--- config.mk ---
export PLATFORM = sky130hd
export DESIGN_NAME = regfile_wb_arbiter
export DESIGN_NICKNAME = d
export VERILOG_FILES = /design/src/rtl/regfile_wb_arbiter.sv
export SDC_FILE = /design/constraint.sdc
export NUM_CORES = 1
export LEC_CHECK = 0
export ABC_AREA = 1
export CELL_PAD_IN_SITES_DETAIL_PLACEMENT = 1
export CELL_PAD_IN_SITES_GLOBAL_PLACEMENT = 1
export CORE_UTILIZATION = 18
export CTS_CLUSTER_DIAMETER = 40
export DETAILED_ROUTE_END_ITERATION = 8
export PLACE_DENSITY_LB_ADDON = 0.15
export SYNTH_ARGS = -nofsm -noshare
export SYNTH_HDL_FRONTEND = slang
export SYNTH_SLANG_ARGS = --single-unit
--- constraint.sdc ---
create_clock -name clk -period 1.4 [get_ports clk]
set_input_delay 0.28 -clock clk [delete_from_list [all_inputs] [get_ports clk]]
set_output_delay 0.28 -clock clk [all_outputs]
set_load 0.02 [all_outputs]
--- src/rtl/regfile_wb_arbiter.sv ---
// Round-robin write-back arbiter feeding one register-file write port, with an
// optional busy-register scoreboard (enable with macro REGFILE_WB_SCOREBOARD_EN).
//
// Handshake: requester i transfers on an edge where req_valid[i] && req_ready[i];
// req_ready is a pure function of req_valid, rr_ptr, wb_hold and reset, and a
// requester must keep valid/addr/data stable until it transfers.
module regfile_wb_arbiter #(
   parameter int NREQ = 3
) (
   input  logic              clk,
   input  logic              reset,
   input  logic [NREQ-1:0]   req_valid,
   input  logic [5*NREQ-1:0]  req_addr,
   input  logic [32*NREQ-1:0] req_data,
   output logic [NREQ-1:0]   req_ready,
   input  logic              wb_hold,
   output logic              reg_we,
   output logic [4:0]        writeaddr,
   output logic [31:0]       writedata,
   input  logic              issue_valid,
   input  logic [4:0]        issue_rs1,
   input  logic [4:0]        issue_rs2,
   input  logic [4:0]        issue_rd,
   output logic              issue_ready,
   output logic [31:0]       busy
);

   localparam int PW = (NREQ <= 2) ? 1 : $clog2(NREQ);

   logic [PW-1:0] rr_ptr;
   logic [PW-1:0] grant_idx;
   logic [PW-1:0] next_ptr;
   logic          grant_found;
   logic          xfer;
   logic [4:0]    sel_addr;
   logic [31:0]   sel_data;

   // Two passes: indices at or above rr_ptr first, then the wrapped-around ones.
   always_comb begin
      grant_found = 1'b0;
      grant_idx   = '0;
      for (int j = 0; j < NREQ; j++) begin
         if (!grant_found && req_valid[j] && (PW'(j) >= rr_ptr)) begin
            grant_found = 1'b1;
            grant_idx   = PW'(j);
         end
      end
      for (int j = 0; j < NREQ; j++) begin
         if (!grant_found && req_valid[j] && (PW'(j) < rr_ptr)) begin
            grant_found = 1'b1;
            grant_idx   = PW'(j);
         end
      end
   end

   always_comb begin
      req_ready = '0;
      if (reset && !wb_hold && grant_found) begin
         req_ready[grant_idx] = 1'b1;
      end
   end

   assign xfer = |(req_valid & req_ready);

   always_comb begin
      sel_addr = '0;
      sel_data = '0;
      for (int j = 0; j < NREQ; j++) begin
         if (grant_idx == PW'(j)) begin
            sel_addr = req_addr[5*j +: 5];
            sel_data = req_data[32*j +: 32];
         end
      end
   end

   assign next_ptr = (grant_idx == PW'(NREQ-1)) ? '0 : grant_idx + 1'b1;

   // Register 0 is never written, but the transfer still retires the request.
   always_ff @(posedge clk) begin
      if (!reset) begin
         rr_ptr    <= '0;
         reg_we    <= 1'b0;
         writeaddr <= '0;
         writedata <= '0;
      end else begin
         reg_we <= xfer && (sel_addr != 5'd0);
         if (xfer) begin
            writeaddr <= sel_addr;
            writedata <= sel_data;
            rr_ptr    <= next_ptr;
         end
      end
   end

`ifdef REGFILE_WB_SCOREBOARD_EN
   logic [31:0] busy_q;
   logic [31:0] busy_next;
   logic        hazard;
   logic        issue_fire;

   // The write retiring this cycle is not bypassed; its clear lands at the edge.
   assign hazard = ((issue_rs1 != 5'd0) && busy_q[issue_rs1]) ||
                   ((issue_rs2 != 5'd0) && busy_q[issue_rs2]) ||
                   ((issue_rd  != 5'd0) && busy_q[issue_rd]);

   assign issue_ready = reset && !hazard;
   assign issue_fire  = issue_valid && issue_ready;

   // Set is applied after clear so a new producer wins a same-edge collision.
   always_comb begin
      busy_next = busy_q;
      if (reg_we) begin
         busy_next[writeaddr] = 1'b0;
      end
      if (issue_fire && (issue_rd != 5'd0)) begin
         busy_next[issue_rd] = 1'b1;
      end
      busy_next[0] = 1'b0;
   end

   always_ff @(posedge clk) begin
      if (!reset) begin
         busy_q <= '0;
      end else begin
         busy_q <= busy_next;
      end
   end

   assign busy = {busy_q[31:1], 1'b0};
`else
   logic unused_issue;

   assign unused_issue = ^{issue_valid, issue_rs1, issue_rs2, issue_rd};
   assign issue_ready  = reset;
   assign busy         = '0;
`endif

   a_grant_onehot0 : assert property (@(posedge clk) $onehot0(req_ready));
   a_hold_blocks   : assert property (@(posedge clk) wb_hold |-> (req_ready == '0));
   a_ready_valid   : assert property (@(posedge clk) (req_ready & ~req_valid) == '0);

endmodule

==> flow_metrics.tcl, run 1 <==
set metrics [dict create \
    cp_cell_sequence "nor3_4 > buf_4 > nor2_2 > nand2_4 > inv_6 > buf_12 > nor2_4 > buf_12 > clkbuf_16 > nand2_1 > nand3_1 > nand2_1 > a21oi_1" \
    outcome "finished with violations" \
    diodes 0 \
    r2r_end "writedata[15]" \
    coreArea_um2 13240 \
    initial_utilization 0.1841 \
    cts_buffer_depth 2 \
    synth_area_um2 2437 \
    cp_num_buf_inv 5 \
    num-nets-final 713 \
    cap_viol_max_count 0 \
    hold_viol 0 \
    path_max_fanout 19 \
    synth_area_per_cell_um2 6.282 \
    cpMaxStageDelayCell "dfxtp_4" \
    r2r_start "rr_ptr[0]" \
    detail_route.wl_per_cell_um 14.19 \
    rsz0062_at_grt "yes" \
    use_met3 0.04681 \
    drt-initial-drc-count 66 \
    cts_hold_buf 0 \
    postLayoutSetupSlackWorst_ps -438.3 \
    power_density_nw_per_um2 760.3 \
    met1_usage 0.1607 \
    clk_pin_slew_ps 60 \
    peakVddDrop_v 0.0004442 \
    worstSetupEndpoint "writedata[15]" \
    cp_top_family "simple AND/OR/NAND/NOR gates" \
    cts_sinks 40 \
    ios 207 \
    rr_worst_depth 13 \
    busiest_layer "met2" \
    clockRootBuffer "clkbuf_16" \
    r2r_slack_ps -440 \
    clock_latency_ps 280 \
    cts_buffers 5 \
    max_freq_mhz 544.0 \
    rows 42 \
    grtUsageMet2 0.2603 \
    synth_cell_types 24 \
    grt_usage 0.1417 \
    grt_max_degree 20 \
    htreeDepth 2 \
    layout-drive-gt1-share 0.2328 \
    period_needed_ps 1838 \
    antenna_found_initial 0 \
    power.leakage_nw 2.304 \
    fin_tns_setup_ps -14790 \
    worstSetupEndpointType "register" \
    dieArea_um2 14010 \
    violations "setup timing" \
    drt_pass1_iterations 3 \
    fill_cells 1660 \
    routed_wl_um 10730 \
    portBuffers 158 \
    critPathLaunchType "register" \
    place_hpwl_um 7366 \
    grt_pass1_vias 3156 \
    ys_ff_latch 40 \
    fin_hold_ws_ps 461.5 \
    clock_skew_ps 6.576 \
    worstHoldStart "writedata[22]" \
    areaGrowthSynthToFinish_pct 105.5 \
    setup_violations 43 \
    fin_crit_sh 1.313 \
    overflow 0 \
    die_y_um 118.4 \
    min_path_type "register to register" \
    ys_seq_area_frac 0.3285 \
    yosys_warnings 0 \
    remaining_drc_errors 0 \
    drv_slew 0 \
    gp_congestion 0.7192 \
    cts_tree "yes" \
    cp.depth 13 \
    vias_per_cell 4.123 \
    worst_ep_arrival_time_ps 2040 \
    slowest_delay_ps 360 \
    power_mw 3.809 \
    vias 3117 \
    ant_nets 0 \
    crit_start "rr_ptr[0]" \
    grt_pass1_wl_um 15790 \
    syn_inst 388 \
    crit_type "register to register" \
    dieWidth_um 118.4 \
    required_ps 1600 \
]
==> where the power goes <==
part           internal (mW)  leakage (nW)  switching (mW)
clock network          0.647        0.0657           0.448
logic                  0.760          1.91           0.708
registers               1.21         0.330          0.0373
total                   2.62          2.30            1.19
==> worst register-to-register path, delay by kind of cell, from the launching register on <==
family          cells  cell delay (ps)
compound gates      1              140
buf+inv             5              640
flops               1              360
simple gates        7              650
==> layer usage <==
layer | wire (um) | share of wire
met2 | 5505 | 0.51
met5 | 0 | 0
met4 | 22 | 0.0021
met3 | 768 | 0.072
met1 | 4433 | 0.41
==> area by class of cell <==
class | count | area, um2 | area share
inverter | 10 | 47.55 | 0.009491
clock buffer | 5 | 125.1 | 0.02498
clock inverter | 2 | 12.51 | 0.002498
multi-input combinational | 315 | 1628 | 0.3249
tap | 176 | 220.2 | 0.04396
sequential | 40 | 808.3 | 0.1613
timing repair buffer | 208 | 2168 | 0.4328
==> through the flow <==
stage | instances | utilization | setup WS, ps | cell area [um2]
final | 756 | 0.3783 | -438.3 | 5010
after global routing | 756 | 0.3783 | -561.8 | 5010
after floorplan | 419 | - | -81.37 | 2601
after global placement | 725 | 0.3203 | -942.5 | 4242
after detailed placement | 725 | 0.3203 | -1077 | 4242
after CTS | 745 | 0.3502 | -456.5 | 4637
==> layout by cell type, fill, tap and decap left out, drive strengths merged <==
cell,n
clkinv,1
clkdlybuf4s50,112
bufbuf,3
nand2,137
nand4,2
inv,10
dfxtp,40
nor2,49
nand3,44
a21oi,19
or2,3
dlygate4sd2,42
clkbuf,9
buf,47
conb,32
o21ai,27
clkinvlp,1
nor3,2
==> sequential cells by signal, summed over array words and instances (netlist names) <==
name and cells:
writeaddr 5, rr_ptr 2, writedata 32, reg_we 1
==> cells by family after synthesis <==
| logic type | after synthesis | synth area share |
|---|---|---|
| buf+inv | 64 | 0.1668 |
| flops | 40 | 0.3285 |
| compound gates | 46 | 0.09445 |
| simple gates | 237 | 0.4086 |
| other cells | 1 | 0.001539 |
==> repair_timing <==
item	CTS	global route
pin swaps	9	17
cloned	4	3
resized for setup	118	60
setup endpoints to repair	82	43
buffers inserted	9	8
hold endpoints to repair	0	0
==> cell usage after synthesis <==
master    number  area (um2)
nand2_1      133       499.2
nor2_1        47       176.4
nand3_1       44       220.2
dfxtp_1       40       800.8
buf_4         38       285.3
o21ai_0       26       130.1
a21oi_1       19       95.09
clkbuf_1       9       33.78
inv_1          7       26.28
buf_2          5       25.02
buf_6          2       22.52
inv_2          2       7.510
nand2_2        2       12.51
nand2_4        2       22.52
nor3_1         2       10.01
or2_1          2       12.51
conb_1         1       3.750
inv_4          1       6.260
nand4_1        1       6.260
nand4_2        1       12.51
nor2_2         1       6.260
nor2_4         1       11.26
o21ai_1        1       5.000
or2_2          1       6.260
==> worst min path at each step <==
stage,slack (ps),end,cells after the start
floorplan,420,writeaddr[0],2
global placement,450,writedata[23],2
detailed placement,460,writedata[23],2
CTS,470,writedata[23],2
global route,500,writedata[23],2
finish,460,writedata[22],2
(Power assumes the default switching activity.)
==> run 2: changes to the inputs <==
Settings changed: CAP_MARGIN from default to 15, SLEW_MARGIN from default to 20.
==> results of run 2 <==
The final DEF is identical to that of run 1; final timing and power are the same.
